<file path="config.mk">
export PLATFORM = sky130hd
export DESIGN_NAME = result_display
export DESIGN_NICKNAME = d
export VERILOG_FILES = /design/src/rtl/calc_pkg.sv /design/src/rtl/result_display_bin2bcd.sv /design/src/rtl/result_display.sv
export SDC_FILE = /design/constraint.sdc
export NUM_CORES = 1
export LEC_CHECK = 0
export CAP_MARGIN = 20
export CORE_MARGIN = 2
export CORE_UTILIZATION = 30
export DETAILED_ROUTE_END_ITERATION = 8
export DONT_BUFFER_PORTS = 1
export PLACE_DENSITY = 0.51
export SKIP_CTS_REPAIR_TIMING = 1
export SYNTH_ARGS = -nofsm -noshare
export SYNTH_HDL_FRONTEND = slang
export SYNTH_SLANG_ARGS = --single-unit
export TNS_END_PERCENT = 30
</file>
<file path="constraint.sdc">
create_clock -name clk -period 3.1 [get_ports clk]
set_input_delay 0.31 -clock clk [delete_from_list [all_inputs] [get_ports clk]]
set_output_delay 0.31 -clock clk [all_outputs]
set_load 0.02 [all_outputs]
</file>
<file path="src/rtl/calc_pkg.sv">
// calc_pkg: shared FSM states, seven-segment glyphs and widths for the result display
package calc_pkg;
  localparam int DATA_W     = 16;
  localparam int BCD_W      = 20;
  localparam int NUM_DIGITS = 6;
  typedef enum logic [1:0] {IDLE, SHIFT, DONE} state_t;
  localparam logic [6:0] SEG_0     = 7'b1000000;
  localparam logic [6:0] SEG_1     = 7'b1111001;
  localparam logic [6:0] SEG_2     = 7'b0100100;
  localparam logic [6:0] SEG_3     = 7'b0110000;
  localparam logic [6:0] SEG_4     = 7'b0011001;
  localparam logic [6:0] SEG_5     = 7'b0010010;
  localparam logic [6:0] SEG_6     = 7'b0000010;
  localparam logic [6:0] SEG_7     = 7'b1111000;
  localparam logic [6:0] SEG_8     = 7'b0000000;
  localparam logic [6:0] SEG_9     = 7'b0010000;
  localparam logic [6:0] SEG_MINUS = 7'b0111111;
  localparam logic [6:0] SEG_BLANK = 7'b1111111;
  function automatic logic [6:0] seg_glyph(input logic [3:0] d);
    case (d)
      4'd0: return SEG_0;
      4'd1: return SEG_1;
      4'd2: return SEG_2;
      4'd3: return SEG_3;
      4'd4: return SEG_4;
      4'd5: return SEG_5;
      4'd6: return SEG_6;
      4'd7: return SEG_7;
      4'd8: return SEG_8;
      4'd9: return SEG_9;
      default: return SEG_BLANK;
    endcase
  endfunction
endpackage

</file>
<file path="src/rtl/result_display_bin2bcd.sv">
// bin2bcd_seq: sequential double-dabble, 16-bit magnitude to five BCD digits over 16 steps
module bin2bcd_seq
  import calc_pkg::*;
(
  input  logic              clk,
  input  logic              nRST,
  input  logic              start,
  input  logic [DATA_W-1:0] magnitude,
  output logic [BCD_W-1:0]  bcd,
  output logic              done
);
  logic [DATA_W-1:0] sr;
  logic [BCD_W-1:0]  adj;
  logic [4:0]        cnt;
  assign done = cnt == 5'd16;
  // add-3 correction of every digit that would overflow on the next shift
  always_comb begin
    adj = bcd;
    for (int i = 0; i < BCD_W / 4; i++)
      adj[i*4 +: 4] = bcd[i*4 +: 4] >= 4'd5 ? bcd[i*4 +: 4] + 4'd3 : bcd[i*4 +: 4];
  end
  // the load edge already performs the first step, since a zero BCD needs no correction
  always_ff @(posedge clk) begin
    if (!nRST) begin
      bcd <= '0;
      sr  <= '0;
      cnt <= 5'd16;
    end else if (start) begin
      bcd <= {{(BCD_W-1){1'b0}}, magnitude[DATA_W-1]};
      sr  <= {magnitude[DATA_W-2:0], 1'b0};
      cnt <= 5'd1;
    end else if (!done) begin
      {bcd, sr} <= {adj, sr} << 1;
      cnt       <= cnt + 5'd1;
    end
  end
endmodule

</file>
<file path="src/rtl/result_display.sv">
// result_display: signed result to BCD plus six-position multiplexed seven-segment driver; LEADING_ZERO_BLANK_EN blanks leading zeros
module result_display
  import calc_pkg::*;
#(
  parameter int REFRESH_DIV = 1024
) (
  input  logic              clk,
  input  logic              nRST,
  input  logic [DATA_W-1:0] display_value,
  input  logic              complete,
  output logic              busy,
  output logic              ready,
  output logic              negative,
  output logic [BCD_W-1:0]  bcd_out,
  output logic [6:0]        seg,
  output logic [5:0]        an
);
  localparam int DW = REFRESH_DIV > 2 ? $clog2(REFRESH_DIV) : 1;
  state_t            state, state_nx;
  logic              complete_q, evt_q, pending, sign, start, done;
  logic [DATA_W-1:0] mag;
  logic [BCD_W-1:0]  bcd;
  logic [DW-1:0]     div_cnt;
  logic [2:0]        pos;
  logic [23:0]       digits;
  logic [3:0]        nib;
  logic              blank;
  assign mag    = display_value[DATA_W-1] ? ~display_value + 16'd1 : display_value;
  assign busy   = state != IDLE;
  assign digits = {4'h0, bcd_out};
  assign nib    = digits[{pos, 2'b00} +: 4];
  assign an     = ~(6'b1 << pos);
  bin2bcd_seq u_bin2bcd (
    .clk       (clk),
    .nRST      (nRST),
    .start     (start),
    .magnitude (mag),
    .bcd       (bcd),
    .done      (done)
  );
  // a new conversion starts from IDLE on an event, or straight from DONE when one is pending
  always_comb begin
    start    = (state == IDLE && evt_q) || (state == DONE && (pending || evt_q));
    state_nx = start ? SHIFT : (state == SHIFT && done) ? DONE : state == DONE ? IDLE : state;
  end
  // control state, edge detection and publication of the finished digits
  always_ff @(posedge clk) begin
    if (!nRST) begin
      state      <= IDLE;
      complete_q <= 1'b0;
      evt_q      <= 1'b0;
      pending    <= 1'b0;
      sign       <= 1'b0;
      ready      <= 1'b0;
      negative   <= 1'b0;
      bcd_out    <= '0;
    end else begin
      state      <= state_nx;
      complete_q <= complete;
      evt_q      <= complete & ~complete_q;
      pending    <= start ? 1'b0 : pending | (evt_q && state != IDLE);
      ready      <= state == DONE;
      if (start) sign <= display_value[DATA_W-1];
      if (state == DONE) begin
        bcd_out  <= bcd;
        negative <= sign && bcd != '0;
      end
    end
  end
  // scan position advances once every REFRESH_DIV cycles
  always_ff @(posedge clk) begin
    if (!nRST) begin
      div_cnt <= '0;
      pos     <= 3'd0;
    end else if (div_cnt == DW'(REFRESH_DIV - 1)) begin
      div_cnt <= '0;
      pos     <= pos == 3'(NUM_DIGITS - 1) ? 3'd0 : pos + 3'd1;
    end else begin
      div_cnt <= div_cnt + 1'b1;
    end
  end
  // glyph for the active position; the top position carries only the sign
  always_comb begin
`ifdef LEADING_ZERO_BLANK_EN
    blank = pos != 3'd0 && (digits >> {pos, 2'b00}) == 24'd0;
`else
    blank = 1'b0;
`endif
    seg = pos == 3'(NUM_DIGITS - 1) ? (negative ? SEG_MINUS : SEG_BLANK) : blank ? SEG_BLANK : seg_glyph(nib);
  end
endmodule

</file>
### After elaboration in Yosys (flattened, before gate mapping)

Memories as Yosys holds them, arrays and structs flattened.
Index checks and enable logic that the tools add are counted.

* memories kept: 1
* bits of input ports: 19
* ROM bits: 112
* flip-flop bits (word level): 81
* output and inout port bits: 36

Memories
* (no name shown): depth 16, bits a word 7, rd ports 1, clocked after memory_dff 0, write ports 0, line calc_pkg.sv:20 `case (d)`

* shifts and indexed selects: 2
* equality and inequality tests: 6
* reduce and logical (&&, ||, !) cells: 14
* order comparisons: 5
* multiplexer cells: 18
* $add $sub $neg: 9
* bitwise logic cells: 6

Operators with widths (count)
* $mux W16: 3
* $shiftx A24 B6 Y4: 1
* $ge A4 B3 Y1 const B: 5
* $reduce_bool A20 Y1: 1
* $add A16 B1 Y16 const B: 1
* $add A4 B2 Y4 const B: 4
* $mux W4: 4
* $not A16 Y16: 1
* $mux W7: 2
* $add A10 B1 Y10 const B: 1
* $eq A10 B10 Y1 const B: 1
* $mux W5: 2
* $mux W3: 2
* $not A6 Y6: 1
* $shl A1 B3 Y6 const A: 1
* $add A5 B1 Y5 const B: 1
* $eq A5 B5 Y1 const B: 1
* $logic_and A1 B1 Y1: 5
* $mux W2: 2
* $reduce_bool A2 Y1: 2
* $reduce_or A2 Y1: 2
* $add A3 B1 Y3 const B: 1
* $add A3 B2 Y3 const B: 1
* $eq A3 B3 Y1 const B: 1
* other kinds (10): 14

### Depth between registers and ports, before layout

Gate-level depths: netlist of the first run.

* word-level depth: 4
* depth in mapped cells: 9

### Hierarchy

Synthesis of the first run repeated with hierarchy kept, for this count alone.

* cell total of the unflattened synthesis: 554
* area total of the unflattened synthesis: 4484.3 um2

Modules (own cells, without submodules)
* result_display: cells each 281, sequential area each 820.8 um2, instances 1, area an instance 2328.5 um2
* bin2bcd_seq: cells each 273, sequential area each 800.8 um2, instances 1, area an instance 2155.8 um2

### Worst setup path before layout of the first run

OpenSTA, ideal clock, no wires.

* path kind: register -> output
* start: register pos[0]
* end: output port seg[2]
* path slack: 575 ps
* arrival: 2215 ps
* stages on the path, launching flop included: 8
* data required time: 2790 ps
* cells stage by stage: dfxtp_1 clkbuf_1 mux4_2 and2_0 a21oi_1 ha_1 a21oi_1 o21ai_0

* longest elaborated chain between the ends: 3

Ends and longest elaborated chain
* from (decl): line result_display.sv:24 `logic [2:0] pos;`
* from (signal assigned): line result_display.sv:77 `pos <= pos == 3'(NUM_DIGITS - 1) ? 3'd0 : pos + 3'd1;`
* $shiftx A24 B6 Y4: line result_display.sv:31 `assign nib = digits[{pos, 2'b00} +: 4];`
* $mem_v2 Z16 W7
* $mux W7 (*): line result_display.sv:89 `seg = pos == 3'(NUM_DIGITS - 1) ? (negative ? SEG_MINUS : SEG_BLANK) : blank ? SEG_BLANK : seg_glyph(nib);`
* to (decl): line result_display.sv:15 `output logic [6:0] seg,`

Mark *: on every way between the ends. The rest lies on a longest branch, timed or not.

### Final worst setup path of the first run

* start: register pos[2]
* end: output port seg[4]

The elaborated chain is that of the path after synthesis.

==> impl_metrics.csv, run 1 <==
group,metric,value,unit
global_route,grt_max_degree,53,
synthesis,synthFlopType,"dfxtp_1",
synthesis,yosysUniqueCellTypes,48,
die,die_w,125,um
hold_path,hold_depth,1,
worst_setup_path,critical_path.max_stage_delay,0.46,ns
worst_setup_path,rr_endpoint,"u_bin2bcd.sr[14]",
global_route,grt_pass1_vias,3509,
layout,drive_gt1_share,7.75,%
cts,cts_tree,"yes",
synthesis,async_flop_share,0,%
cts,cts_buffer_depth,2,
global_route,grt_pass1_wl,17.6,mm
power_and_ir_drop,ir_worst_vdd,0.000288,V
sta,slew_headroom,37.1,%
drt,drtIter0Drc,167,
layout,n_fill_cell,1498,
sta,fin_tns_setup,0,ns
layout,seq_area,0.00162,mm^2
sta,worst_pin_slew,0.942,ns
worst_setup_path,path_cells,"inv_1 -> nor3_2 -> a211o_2 -> mux2_2 -> a32oi_1",
cts,cts.sinks,81,
sta,finalCritPeriodShare,91.0,%
layout,diodes,0,
worst_setup_path,crit_fanout,12,
cts,clockRootBuffer,"clkbuf_16",
power_and_ir_drop,leakagePower,1.87,nW
hold_path,min_from,"nRST",
layout,nets,567,
sta,slew_violations,0,
cts,worstSkewPairLatency,0.34,ns
synthesis,ys_seq_area_share,37.2,%
drt,antenna_left,0,
synthesis,synth-seq-cells,81,
job,maxCapViolations,0,
cts,cts_max_level,3,
sta,finalSetupViolations,0,
sta,max_freq,0.355,GHz
layout,multi_input_area,0.00258,mm^2
sta,holdWs,0.0549,ns
global_route,gr-total-overflow,0,
layout,syn_to_final_growth,12.7,%
cts,clkTransAtPathRegs,0.06,ns
worst_setup_path,startpoint_type,"register",
worst_setup_path,arrival,2.51,ns
die,die_h,125,um
die,io_pins,55,
cts,cts_buffers,9,
synthesis,netlist_area,0.00436,mm^2
placement,port_buffers,0,
worst_setup_path,path_class,"reg -> out",
worst_setup_path,cp_top_family,"compound AO/OA/AOI/OAI gates",
power_and_ir_drop,p_seq_share,38.9,%
synthesis,synth_edf_count,0,
power_and_ir_drop,netSwitchingFraction,30.5,%
placement,place_ws,0.355,ns
global_route,track_usage,14.0,%
die,start_util,30.4,%
worst_setup_path,reg2reg_slack,1.02,ns
synthesis,yosysWarningCount,0,
sta,skew,0.00883,ns
hold_path,hp-class,"in -> reg",
drt,drt-pass1-iter-count,4,
global_route,antenna_found_initial,0,
synthesis,syn_area_per_cell,8.19,um^2
worst_setup_path,cp.buffers_inverters,1,
power_and_ir_drop,combPwrFrac,24.3,%
placement,gp_congestion,0.911,
die,core,0.0144,mm^2
worst_setup_path,critPathCaptureType,"primary output",
worst_setup_path,crit_required,2.79,ns
synthesis,synth_cells,533,
drt,drc_errors,0,
sta,final-hold-violation-count,0,
worst_setup_path,reg2reg_depth,4,
synthesis,synth_nets,576,
drt,viasPerCell,5.02,
sta,finalCriticalPeriod,2.82,ns
worst_setup_path,r2r-start,"state[1]",
drt,wl_per_cell,14.8,um
placement,hpwl,7.43,mm
die,die-area,0.0155,mm^2
sta,fin_ws,0.280,ns
power_and_ir_drop,switchingPower,0.000942,W
hold_path,holdPathEnd,"u_bin2bcd.cnt[4]",
power_and_ir_drop,power.density,627,mW/mm^2
sta,rsz0062_at_grt,"false",
drt,wirelength,10.6,mm
drt,vias,3578,
power_and_ir_drop,internal_power,0.00214,W
die,rows,44,
worst_setup_path,critPathSlowestCell,"dfxtp_1",
status,status,"completed",
power_and_ir_drop,clkPwrFrac,36.8,%
-- layout by cell type, fill, tap and decap left out, types with 6 or more instances in the layout --
cell,synthesis,final
o211a_1,8,8
clkbuf_16,0,9
nand2b_1,9,9
mux2i_1,13,13
inv_1,21,21
nor3_1,8,7
a211oi_1,8,8
nand2_1,110,110
o21ai_0,22,22
and3_1,7,7
nand3_1,23,23
nor2_1,20,20
xnor2_1,20,20
dfxtp_1,81,79
a21oi_1,34,33
xor2_1,12,12
ha_1,24,24
a21boi_0,28,28
and2_1,6,6
buf_4,0,8
-- per-stage QoR --
step,total power (W),utilization [%],instance area [um^2],instances
floorplan,0.00175,-,4360,533
finish,0.00309,34.2,4920,713
global placement,0.00191,31.7,4560,696
CTS,0.00307,33.9,4870,712
global route,0.00327,34.2,4920,713
detailed placement,0.00193,31.7,4560,696
-- logic make-up after synthesis --
group	Yosys count	share of synthesized area [%]
AND/OR/NAND/NOR	215	23.4
XOR/XNOR	32	6.42
AO/OA/AOI/OAI	115	17.7
adder cells (fa/ha/maj)	24	6.88
multiplexers	16	4.01
flip-flops	81	37.2
buffers and inverters	50	4.39
-- area by class of cell --
class	count	area share (%)
Timing Repair Buffer	9	1.78
Clock inverter	4	1.58
Clock buffer	12	4.81
Tap cell	184	4.68
Multi-Input combinational cell	402	52.5
Inverter	21	1.60
Sequential cell	81	33.0
-- sequential cells by signal, indices dropped and copies added, names as in the netlist --
name and cells:
u_bin2bcd.sr 15, negative 1, u_bin2bcd.bcd 20, pos 3, div_cnt 10, state 2
ready 1, complete_q 1, pending 1, evt_q 1, sign 1, bcd_out 20
u_bin2bcd.cnt 5
-- worst register-to-register path: cells and delay by family (launching register included) --
kind	cells	cell delay, ns
simple gates	2	1.22
flops	1	0.42
compound gates	2	0.29
-- cells in the mapped netlist, types with 2 or more instances --
cell,count,share of area (%)
a211oi_1,8,1.4
a21boi_0,28,4.8
a21oi_1,34,3.9
and2_1,6,0.86
and3_1,7,1.0
and4_1,2,0.40
buf_1,2,0.17
buf_2,3,0.34
clkbuf_1,24,2.1
dfxtp_1,81,37
ha_1,24,6.9
inv_1,21,1.8
mux2_2,2,0.52
mux2i_1,13,3.0
nand2_1,110,9.5
nand2b_1,9,1.3
nand3_1,23,2.6
nand4_1,4,0.57
nor2_1,20,1.7
nor2b_1,3,0.43
nor3_1,8,0.92
nor3b_1,4,0.69
nor4_1,2,0.29
nor4b_1,2,0.40
o211a_1,8,1.8
o211ai_1,2,0.34
o21ai_0,22,2.5
o31ai_1,4,0.69
o41ai_1,2,0.40
or2_2,4,0.57
or3_1,3,0.43
or4_4,2,0.52
xnor2_1,20,4.0
xor2_1,12,2.4
-- power by group through the flow --
stage | clock network (W) | logic, W | registers (W)
floorplan | 0 | 0.000548 | 0.00120
global placement | 0 | 0.000691 | 0.00122
detailed placement | 0 | 0.000707 | 0.00122
CTS | 0.00116 | 0.000710 | 0.00120
global route | 0.00122 | 0.000844 | 0.00121
finish | 0.00114 | 0.000751 | 0.00120
-- metal layers --
metal	part of all wire [%]	wire length [um]	up-vias	GRT usage (%)
met2	47	4980	57	23.5
met3	4.0	422	15	4.34
met4	1.7	185	0	4.82
met1	47	4990	1695	17.0
li1	-	-	1811	-
met5	0	0	-	0
-- worst max-delay path by stage --
| stage | end | from | depth (start not counted) | slack (ns) |
|---|---|---|---|---|
| 2_1_floorplan | seg[2] | pos[0] | 7 | 0.57 |
| 3_3_place_gp | seg[3] | pos[1] | 7 | 0.47 |
| 3_5_place_dp | seg[4] | pos[1] | 6 | 0.36 |
| 4_1_cts | seg[4] | pos[1] | 6 | -0.03 |
| 5_1_grt | seg[6] | pos[1] | 8 | 0.05 |
| 6_report | seg[4] | pos[2] | 5 | 0.28 |
Power figures use the tool's default switching activity.
==> inputs of run 2 (changes only) <==
--- a/config.mk
+++ b/config.mk
@@ -7,10 +7,11 @@
 export LEC_CHECK = 0
 export CAP_MARGIN = 20
 export CORE_MARGIN = 2
-export CORE_UTILIZATION = 30
+export CORE_UTILIZATION = 40
 export DETAILED_ROUTE_END_ITERATION = 8
 export DONT_BUFFER_PORTS = 1
-export PLACE_DENSITY = 0.51
+export HOLD_SLACK_MARGIN = 0.15
+export PLACE_DENSITY = 0.61
 export SKIP_CTS_REPAIR_TIMING = 1
 export SYNTH_ARGS = -nofsm -noshare
 export SYNTH_HDL_FRONTEND = slang
==> impl_metrics.csv, run 2 (synthesis results as in run 1) <==
group,metric,value,unit
status,status,"completed",
worst_setup_path,cp_top_family,"compound AO/OA/AOI/OAI gates",
placement,place_area,0.00451,mm^2
layout,finalNonFillerCells,675,
cts,cts_tree,"yes",
die,start_util,40.6,%
sta,slew_violations,0,
cts,worstSkewPairLatency,0.36,ns
drt,viasPerCell,5.27,
sta,final-hold-violation-count,0,
drt,drc_errors,0,
placement,hpwl,6.90,mm
placement,dp.cells,653,
global_route,grt_pass1_vias,3191,
sta,finalSetupViolations,0,
worst_setup_path,critPathSlowestCell,"dfxtp_1",
drt,drt-pass1-iter-count,5,
power_and_ir_drop,power,0.00279,W
global_route,antenna_found_initial,0,
sta,rsz0062_at_grt,"false",
worst_setup_path,critical_path.max_stage_delay,0.45,ns
worst_setup_path,crit_fanout,12,
global_route,grt_max_degree,53,
die,die_w,108,um
layout,final_core_util,44.8,%
layout,syn_to_final_growth,10.4,%
power_and_ir_drop,leakagePower,1.85,nW
layout,drive_gt1_share,7.85,%
worst_setup_path,path_class,"reg -> out",
die,die_h,108,um
layout,n_fill_cell,1078,
worst_setup_path,arrival,2.65,ns
sta,finalCriticalPeriod,2.96,ns
drt,wl_per_cell,14.7,um
die,io_pins,55,
layout,layout_common_cells,"110 x nand2_1, 79 x dfxtp_1, 33 x a21oi_1",
worst_setup_path,startpoint_type,"register",
sta,finalCritPeriodShare,95.4,%
power_and_ir_drop,ir_worst_vdd,0.000323,V
drt,antenna_left,0,
global_route,track_usage,16.9,%
layout,top_regs,"bcd_out x20, u_bin2bcd.bcd x20, u_bin2bcd.sr x15",
cts,cts.sinks,81,
hold_path,hp-class,"in -> reg",
die,die-area,0.0118,mm^2
job,maxCapViolations,0,
power_and_ir_drop,power.density,579,mW/mm^2
die,rows,38,
worst_setup_path,cp.buffers_inverters,1,
drt,drtIter0Drc,255,
layout,diodes,0,
worst_setup_path,crit_required,2.79,ns
worst_setup_path,critPathCaptureType,"primary output",
sta,max_freq,0.338,GHz
cts,cts_max_level,3,
cts,cts_buffer_depth,2,
layout,final_common_cell,"nand2_1",
placement,gp_congestion,0.816,
die,core,0.0107,mm^2
layout,nets,573,
cts,clockRootBuffer,"clkbuf_8",
drt,vias,3559,
sta,skew,0.0193,ns
global_route,gr-total-overflow,0,
global_route,grt_pass1_wl,15.7,mm
cts,clkTransAtPathRegs,0.08,ns
layout,postLayoutCellArea,0.00482,mm^2
sta,slew_headroom,39.4,%
sta,worst_pin_slew,0.907,ns
worst_setup_path,path_cells,"inv_1 -> nor3_2 -> a211o_1 -> mux2_2 -> a32oi_1",
drt,wirelength,9.95,mm
cts,cts_buffers,9,
placement,port_buffers,0,
[run 2: power by group]
part	leakage [nW]	switching (W)	internal, W
clock	0.111	0.000382	0.000479
combinational	1.08	0.000442	0.000287
sequential	0.658	0.0000793	0.00112
total	1.85	0.000903	0.00189
[run 2: routing by layer]
layer	vias up	share of wire, %	global-route usage, %	wire length, um
met2	71	48	28.0	4750
met5	-	0	0	0
met3	6	4.1	3.86	409
met1	1665	47	21.5	4680
li1	1817	-	-	-
met4	0	1.2	6.04	120
[run 2: through the flow]
step           setup TNS [ns]  hold WS [ns]  worst slack [ns]
2_1_floorplan               0         0.367             0.575
3_3_place_gp                0         0.375             0.486
3_5_place_dp                0         0.377             0.348
4_1_cts               -0.0506        0.0152           -0.0506
5_1_grt                     0         0.155            0.0215
6_report                    0         0.172             0.141
[run 2: path summary, 6_finish.rpt]
check                           slack [ns]               from               end  cells after the start
worst max-delay path                  0.14             pos[2]            seg[4]                      5
worst min-delay path                  0.17  display_value[13]  u_bin2bcd.sr[14]                      2
worst max register to register        1.00   u_bin2bcd.cnt[0]   u_bin2bcd.sr[2]                      7
worst min register to register        0.38         complete_q             evt_q                      1
[run 2: final cells by class]
class / instances / area [um^2] / share of cell area [%]
clock buffers: 12 / 145 / 3.01
clock inverters: 4 / 73.8 / 1.53
inverters: 21 / 78.8 / 1.64
multi-input cells: 402 / 2580 / 53.6
flip-flops and latches: 81 / 1620 / 33.7
well taps: 140 / 175 / 3.64
repair buffers: 15 / 138 / 2.86
[run 2: worst reg2reg max path, cell delays in order, from the launching register on]
cell and delay (ns):
dfxtp_1 0.33, inv_1 0.09, ha_1 0.17, or4bb_1 0.72, buf_4 0.33, nand2_1 0.10, nand3_1 0.07, and3_1 0.20
==> inputs of run 3 (changes only) <==
--- a/config.mk
+++ b/config.mk
@@ -12,6 +12,7 @@
 export DONT_BUFFER_PORTS = 1
 export HOLD_SLACK_MARGIN = 0.15
 export PLACE_DENSITY = 0.61
+export RECOVER_POWER = 100
 export SKIP_CTS_REPAIR_TIMING = 1
 export SYNTH_ARGS = -nofsm -noshare
 export SYNTH_HDL_FRONTEND = slang
==> impl_metrics.csv, run 3 (synthesis results as in run 1) <==
group,metric,value,unit
layout,nets,573,
die,die_w,108,um
power_and_ir_drop,netSwitchingFraction,32.7,%
placement,gp_congestion,0.816,
die,core,0.0107,mm^2
cts,clockRootBuffer,"clkbuf_8",
cts,cts_max_level,3,
cts,worstSkewPairLatency,0.36,ns
sta,skew,0.0204,ns
die,die-area,0.0118,mm^2
drt,wirelength,9.96,mm
cts,cts_tree,"yes",
drt,antenna_left,0,
layout,finalNonFillerCells,675,
power_and_ir_drop,power,0.00277,W
power_and_ir_drop,combPwrFrac,25.6,%
drt,vias,3533,
power_and_ir_drop,power.density,578,mW/mm^2
placement,port_buffers,0,
sta,finalCritPeriodShare,95.8,%
die,rows,38,
global_route,grt_max_degree,53,
cts,clkTransAtPathRegs,0.08,ns
global_route,antenna_found_initial,0,
sta,finalCriticalPeriod,2.97,ns
worst_setup_path,crit_fanout,12,
power_and_ir_drop,p_seq_share,43.3,%
power_and_ir_drop,clkPwrFrac,31.1,%
layout,top_regs,"bcd_out x20, u_bin2bcd.bcd x20, u_bin2bcd.sr x15",
drt,viasPerCell,5.23,
global_route,gr-total-overflow,0,
layout,drive_gt1_share,6.73,%
layout,layout_common_cells,"110 x nand2_1, 79 x dfxtp_1, 33 x a21oi_1",
sta,max_freq,0.337,GHz
sta,slew_headroom,25.4,%
sta,finalSetupViolations,0,
placement,dp.cells,653,
global_route,grt_pass1_vias,3191,
layout,syn_to_final_growth,9.78,%
cts,cts_buffers,9,
power_and_ir_drop,ir_worst_vdd,0.000301,V
sta,worst_pin_slew,1.12,ns
cts,cts_buffer_depth,2,
drt,drc_errors,0,
die,start_util,40.6,%
sta,final-hold-violation-count,0,
layout,final_common_cell,"nand2_1",
job,maxCapViolations,0,
sta,fin_tns_setup,0,ns
global_route,grt_pass1_wl,15.7,mm
layout,diodes,0,
sta,rsz0062_at_grt,"false",
die,io_pins,55,
cts,cts.sinks,81,
drt,wl_per_cell,14.8,um
hold_path,hp-class,"in -> reg",
power_and_ir_drop,leakagePower,1.83,nW
worst_setup_path,startpoint_type,"register",
global_route,track_usage,16.9,%
worst_setup_path,critPathCaptureType,"primary output",
power_and_ir_drop,internal_power,0.00186,W
status,status,"completed",
drt,drtIter0Drc,245,
die,die_h,108,um
worst_setup_path,crit_required,2.79,ns
worst_setup_path,arrival,2.66,ns
layout,final_core_util,44.6,%
layout,n_fill_cell,1082,
power_and_ir_drop,switchingPower,0.000905,W
drt,drt-pass1-iter-count,5,
worst_setup_path,path_class,"reg -> out",
placement,hpwl,6.90,mm
sta,slew_violations,0,
-- run 3: area by class of cell --
cell class / count / area, um^2 / share of cell area [%]
repair buffers: 15 / 126 / 2.64
well taps: 140 / 175 / 3.66
multi-input cells: 402 / 2570 / 53.6
inverters: 21 / 78.8 / 1.65
clock buffers: 12 / 145 / 3.03
clock inverters: 4 / 73.8 / 1.54
flip-flops and latches: 81 / 1620 / 33.9
-- run 3: path summary, 6_finish.rpt --
kind	start	end	slack, ns	cells past startpoint
worst min-delay path	display_value[13]	u_bin2bcd.sr[14]	0.16	2
worst min register to register	complete_q	evt_q	0.38	1
worst max register to register	state[1]	u_bin2bcd.bcd[8]	0.38	4
worst max-delay path	pos[2]	seg[4]	0.13	5
-- run 3: worst max-delay path, stage by stage (launching register included) --
cell and delay, ns:
dfxtp_1 0.45, inv_1 0.16, nor3_2 0.43, a211o_1 0.45, mux2_2 0.39, a32oi_1 0.42
-- run 3: power by group through the flow --
stage          Combinational [W]  Clock (W)  Sequential, W
2_1_floorplan           0.000548          0        0.00120
3_3_place_gp            0.000701          0        0.00122
3_5_place_dp            0.000715          0        0.00122
4_1_cts                 0.000717   0.000886        0.00120
5_1_grt                 0.000802   0.000929        0.00121
6_report                0.000709   0.000861        0.00120
-- run 3: per-stage QoR --
stage / cell area (um^2) / setup WS, ns / hold slack (ns)
after CTS: 4730 / -0.0506 / 0.0152
after detailed placement: 4510 / 0.348 / 0.377
after floorplan: 4360 / 0.575 / 0.367
final: 4790 / 0.131 / 0.164
after global placement: 4510 / 0.486 / 0.375
after global routing: 4790 / 0.0215 / 0.155
-- run 3: routing by layer --
layer	GRT usage, %	share of wire [%]
met4	6.04	1.2
met1	21.5	48
met5	0	0
met2	28.0	47
met3	3.86	3.6
==> variant 1, RTL diff (flow settings as in run 1) <==
Build with the macro `LEADING_ZERO_BLANK_EN` defined.
--- a/src/rtl/result_display.sv
+++ b/src/rtl/result_display.sv
@@ -1,4 +1,6 @@
 // result_display: signed result to BCD plus six-position multiplexed seven-segment driver; LEADING_ZERO_BLANK_EN blanks leading zeros
+`define LEADING_ZERO_BLANK_EN
+
 module result_display
   import calc_pkg::*;
 #(
Check against the original RTL: same outputs for any inputs over 10 cycles, from zero or initial values and one cycle with nRST low; that may be too few to reach the edited logic, so the function may still have changed.
==> variant 1 against run 1 <==
Sequential cell count stayed put; wire length is 0.75% higher; hold slack better by 13 ps; register-to-register slack lost 160 ps; worst setup slack lost 150 ps; non-clock buffer count grew 12; area after synthesis up 5.0%; final area is 6.1% higher; total power is 3.4% lower; final cell count increased by 5.5%; critical path type unchanged; highest routed layer unchanged.
==> variant 1: results (changes against run 1) <==
Core Rows 45 (was 44); Net Count, Synth 603 (was 576); #MultiIn Comb 427 (was 402); final wirelength 10.7 mm (was 10.6 mm); hold depth 1 (unchanged); synth cell count leaders nand2_1, dfxtp_1, a21oi_1 (unchanged); via-per-instance ratio 5.08 (was 5.02); Leak Pwr 2.03 nW (was 1.87 nW); Regs by FF count bcd_out x20, u_bin2bcd.bcd x20, u_bin2bcd.sr x15 (unchanged); DRT Pass-1 Iters 4 (unchanged); status completed (unchanged); vias in the first global route 3636 (was 3509); post-synthesis cell type count 52 (was 48); first-pass GRT wire length 17.8 mm (was 17.6 mm); clock-cell share of area 0.0631 (was 0.0639); met1 Use GR 0.168 (was 0.170); Met3 Wirelength 378 um (was 422 um); clock buffers 11 (was 12); CTS Buf Count 9 (unchanged); DR WL/cell 14.2 um (was 14.8 um); Seq/Total Area, Yosys 0.354 (was 0.372); min-delay worst type in -> reg (unchanged); Multi-input gate area 2790 um2 (was 2580 um2); max_cap viols 0 (unchanged); placed wire-length estimate 7.67 mm (was 7.43 mm); M1 wire length 4.97 mm (was 4.99 mm); count of non-CTS buffers in the layout 21 (was 9); R2R depth 8 (was 4); Worst Path Max Fanout 7 (was 12); actual slew at the worst max-slew pin 951 ps (was 942 ps); crit path DAT 2660 ps (was 2510 ps); top cells by area, synth dfxtp_1, nand2_1, ha_1 (unchanged); H-tree depth 3 (unchanged); Worst-Skew Late Latency 330 ps; share of cells above drive strength 1 0.113 (was 0.0775); GPL Wtd Cong 0.863 (was 0.911); Async S/R FF share, synth 0 (unchanged); Worst Skew 6.78 ps (was 8.83 ps); Clock Pin Slew Worst Setup and Hold Paths 60 ps (about the same); Cells after DPL 735 (was 696); M2 GR Usage 0.220 (was 0.235); Synth Warn # 0 (unchanged); DR WL met2 5.17 mm (was 4.98 mm); n_diodes 0 (unchanged); largest net degree at the start of global routing 51 (was 53); gr usage total 0.133 (was 0.140); seq_cells 81 (unchanged); fill count 1578 (was 1498); FF/Latch Area 1630 um2 (was 1620 um2); top layer in use met4 (unchanged); M3 GR Usage 0.0314 (was 0.0434); initial antenna violation count 0 (unchanged); Post-DP Area 4850 um2 (was 4560 um2); worst vdd ir 0.219 mV (was 0.288 mV); Non-Clock Inverter Count 20 (was 21); 1st-iter DRT viols 216 (was 167); root buffer cell clkbuf_16 (unchanged); Port Buf Inserts 0 (unchanged); Syn Area/Cell 8.19 um2 (about the same); non-clk buf share 0.0309 (was 0.0178)
## variant 1: changes by cell type after synthesis, moves of 3 or more
cell,delta
a21oi_1,+4
and3_1,+3
nand4_1,-3
nor2_1,+4
nor2b_1,+4
o21ai_0,+5
o22ai_1,+4
xnor2_1,-3
xor2_1,+3
## variant 1: per-stage QoR
step | setup slack [ps] | total power [mW] | utilization
finish | 130 | 2.98 | 0.346
global route | -6.04 | 3.16 | 0.346
CTS | -139 | 3.02 | 0.343
detailed placement | 235 | 1.86 | 0.321
global placement | 290 | 1.84 | 0.321
floorplan | 201 | 1.69 | -
## variant 1: path summary, 6_finish.rpt
path / start / endpoint / slack, ps
hold reg to reg: complete_q$_SDFF_PN0_ / evt_q$_SDFF_PN0_ / 390
setup reg to reg: u_bin2bcd.cnt[0]$_SDFFE_PN0P_ / u_bin2bcd.sr[12]$_SDFFE_PN0P_ / 860
setup / recovery: pos[1]$_SDFFE_PN0P_ / seg[6] / 130
hold / removal: nRST / u_bin2bcd.cnt[4]$_SDFFE_PN1P_ / 70
## variant 1: cell families after synthesis
family,after synthesis,synth area share
adder cells (fa/ha/maj),24,0.0655
buffers and inverters,52,0.0445
flip-flops,81,0.354
multiplexers,19,0.0480
AND/OR/NAND/NOR,227,0.242
XOR/XNOR,32,0.0611
AO/OA/AOI/OAI,125,0.185
## variant 1: worst max-delay path, stage by stage, from the launching register on
cell     delay [ps]
dfxtp_4         390
mux2_2          370
a21oi_2         150
o21a_1          160
ha_2            200
nand2_1          60
o31ai_2         200
nand3_1          90
o31a_1          360
o22ai_1         180
buf_4           160
## variant 1: power by group
group | leakage, nW | switching [mW] | internal, mW
Clock | 0.158 | 0.408 | 0.746
Sequential | 0.659 | 0.0640 | 1.11
Combinational | 1.21 | 0.396 | 0.255
==> variant 2, RTL diff (config.mk and constraints of run 1) <==
Made on the original files. Re-encode `state_t` (3 states) as one-hot, 3 bits wide.
--- a/src/rtl/calc_pkg.sv
+++ b/src/rtl/calc_pkg.sv
@@ -3,7 +3,7 @@
   localparam int DATA_W     = 16;
   localparam int BCD_W      = 20;
   localparam int NUM_DIGITS = 6;
-  typedef enum logic [1:0] {IDLE, SHIFT, DONE} state_t;
+  typedef enum logic [2:0] {IDLE = 3'b001, SHIFT = 3'b010, DONE = 3'b100} state_t;
   localparam logic [6:0] SEG_0     = 7'b1000000;
   localparam logic [6:0] SEG_1     = 7'b1111001;
   localparam logic [6:0] SEG_2     = 7'b0100100;
Behaviour: no difference found for any inputs over 10 cycles, from zero or initial values and one cycle with nRST low; not proved beyond that.
==> variant 2 against run 1 <==
First-iteration DRC count is 40% higher; wire length shrank 0.55%; sequential cell count increased by 1; fmax is 0.38% lower; sequential power is essentially flat; area after synthesis grew 2.8%; total power shrank 6.0%; final area rose by 1.2%; worst setup slack worse by 11 ps; register-to-register slack got worse by 80 ps; global-route usage down 0.57 points; synthesized cell count increased by 5.4%; clock power fell by 9.6%; non-clock buffer count did not move; critical endpoint is now seg[6]; highest routed layer unchanged.
==> variant 2: results (changes against run 1) <==
status completed (unchanged); vias 3640 (was 3578); non-filler cells in the finished layout 739 (was 713); R2R depth 5 (was 4); Cells after DPL 723 (was 696); initial antenna violation count 0 (unchanged); Worst Skew 6.91 ps (was 8.83 ps); Sum Neg Setup Slack 0 ps (unchanged); Clock Pin Slew Worst Setup and Hold Paths 60 ps (about the same); nets 593 (was 567); GPL Wtd Cong 0.901 (was 0.911); placed wire-length estimate 7.46 mm (was 7.43 mm); first-pass GRT wire length 17.6 mm (about the same); DRT Pass-1 Iters 4 (unchanged); gr usage total 0.134 (was 0.140); Worst Path Max Fanout 10 (was 12); Fin Hold WS 69.7 ps (was 54.9 ps); crit-path leading delay family multiplexers (was compound AO/OA/AOI/OAI gates); actual slew at the worst max-slew pin 968 ps (was 942 ps); remaining antenna violation count 0 (unchanged); synth cell count leaders nand2_1, dfxtp_1, a21oi_1 (unchanged); compound-cell area share of the yosys netlist 0.170 (was 0.177); post-synthesis adder-cell area fraction 0.0669 (was 0.0688); Critical R2R Launch state[2]$_SDFFE_PP0P_ (was state[1]$_SDFFE_PP0P_); crit path DAT 2520 ps (was 2510 ps); RR Endpoint u_bin2bcd.sr[9]$_SDFFE_PN0P_ (was u_bin2bcd.sr[14]$_SDFFE_PN0P_); Port Buf Inserts 0 (unchanged); worst vdd ir 0.275 mV (was 0.288 mV); fill count 1529 (was 1498); XOR/XNOR Fraction of Synth Area 0.0644 (was 0.0642); Async S/R FF share, synth 0 (unchanged); Syn Area/Cell 7.98 um2 (was 8.19 um2); H-tree depth 3 (unchanged); CP max stage delay 540 ps (was 460 ps); mux contribution to synthesized area 0.0368 (was 0.0401); n_diodes 0 (unchanged); Seq/Total Area, Yosys 0.366 (was 0.372); Post-DP Area 4660 um2 (was 4560 um2); 1st-iter DRT viols 234 (was 167); Net Count, Synth 605 (was 576); largest net degree at the start of global routing 53 (unchanged); slowest cell on the critical path mux4_2 (was dfxtp_1); Leak Pwr 1.83 nW (was 1.87 nW); min-delay worst type in -> reg (unchanged); post-synthesis cell type count 50 (was 48); share of cells above drive strength 1 0.0757 (was 0.0775); Main synth FF type dfxtp_1 (unchanged); CTS Buf Count 9 (unchanged); worst min-delay path endpoint u_bin2bcd.cnt[4]$_SDFFE_PN1P_ (unchanged); max_cap viols 0 (unchanged); Synth Warn # 0 (unchanged); final wirelength 10.5 mm (was 10.6 mm); pre-CTS setup slack 338 ps (was 355 ps); setup slack, reg-to-reg 940 ps (was 1020 ps); vias in the first global route 3476 (was 3509); Regs by FF count bcd_out x20, u_bin2bcd.bcd x20, u_bin2bcd.sr x15 (unchanged); top cells by area, synth dfxtp_1, nand2_1, ha_1 (unchanged)
## variant 2: cell types whose count changed in the layout (fill, tap and decap cells not counted), moves of 3 or more
cell	delta
a21oi_1	+5
and3_1	+4
clkbuf_8	+3
clkinvlp_4	+3
nand2_1	+5
nand4_1	-3
nor2_1	+10
nor3_1	+4
o211a_1	-8
o21ai_0	+5
o31ai_1	+3
or2_2	-3
xnor2_1	-6
xor2_1	+7
## variant 2: layer usage
metal  up-vias  track usage  share of wire  wire, um
li1       1882            -              -         -
met1      1701        0.173           0.49      5110
met2        41        0.221           0.47      4920
met3        16       0.0283          0.029       300
met4         0       0.0537          0.018       186
met5         -            0              0         0
## variant 2: cell type report
type | instances | area share
clock inverters | 3 | 0.00452
multi-input cells | 425 | 0.532
repair buffers | 9 | 0.0161
clock buffers | 13 | 0.0543
flip-flops and latches | 82 | 0.330
inverters | 23 | 0.0173
well taps | 184 | 0.0462
## variant 2: how the worst max path moves through the flow
stage / to / slack [ps] / start / cells past startpoint
floorplan: seg[2] / 680 / pos[0]$_SDFFE_PN0N_ / 7
global placement: seg[3] / 410 / pos[0]$_SDFFE_PN0N_ / 7
finish: seg[6] / 270 / pos[0]$_SDFFE_PN0N_ / 8
global route: seg[5] / 130 / pos[2]$_SDFFE_PN0N_ / 5
CTS: seg[3] / -30 / pos[0]$_SDFFE_PN0N_ / 7
detailed placement: seg[3] / 340 / pos[0]$_SDFFE_PN0N_ / 7
## variant 2: worst reg2reg max path, stage by stage (launching register included)
cell and delay [ps]:
dfxtp_1 490, nand2b_1 90, o22ai_1 150, nand2b_1 260
nand2_1 800, o21ai_0 220
## variant 2: power by group
group          internal (mW)  switching [mW]
registers               1.13          0.0707
clock network          0.609           0.422
logic                  0.265           0.404
total                   2.00           0.898
## variant 2: cells by family (layout without fill, tap and decap cells)
| kind of cell | count (synthesis) | after routing |
|---|---|---|
| simple gates | 233 | 233 |
| compound gates | 120 | 120 |
| flops | 82 | 82 |
| buf+inv | 55 | 48 |
| xor+xnor | 33 | 33 |
| fa+ha+maj | 24 | 24 |
| mux | 15 | 15 |
## variant 2: stage by stage
step / util / total power [mW]
3_3_place_gp: 0.320 / 1.89
5_1_grt: 0.341 / 3.08
2_1_floorplan: - / 1.70
4_1_cts: 0.340 / 2.94
6_report: 0.341 / 2.90
3_5_place_dp: 0.320 / 1.89
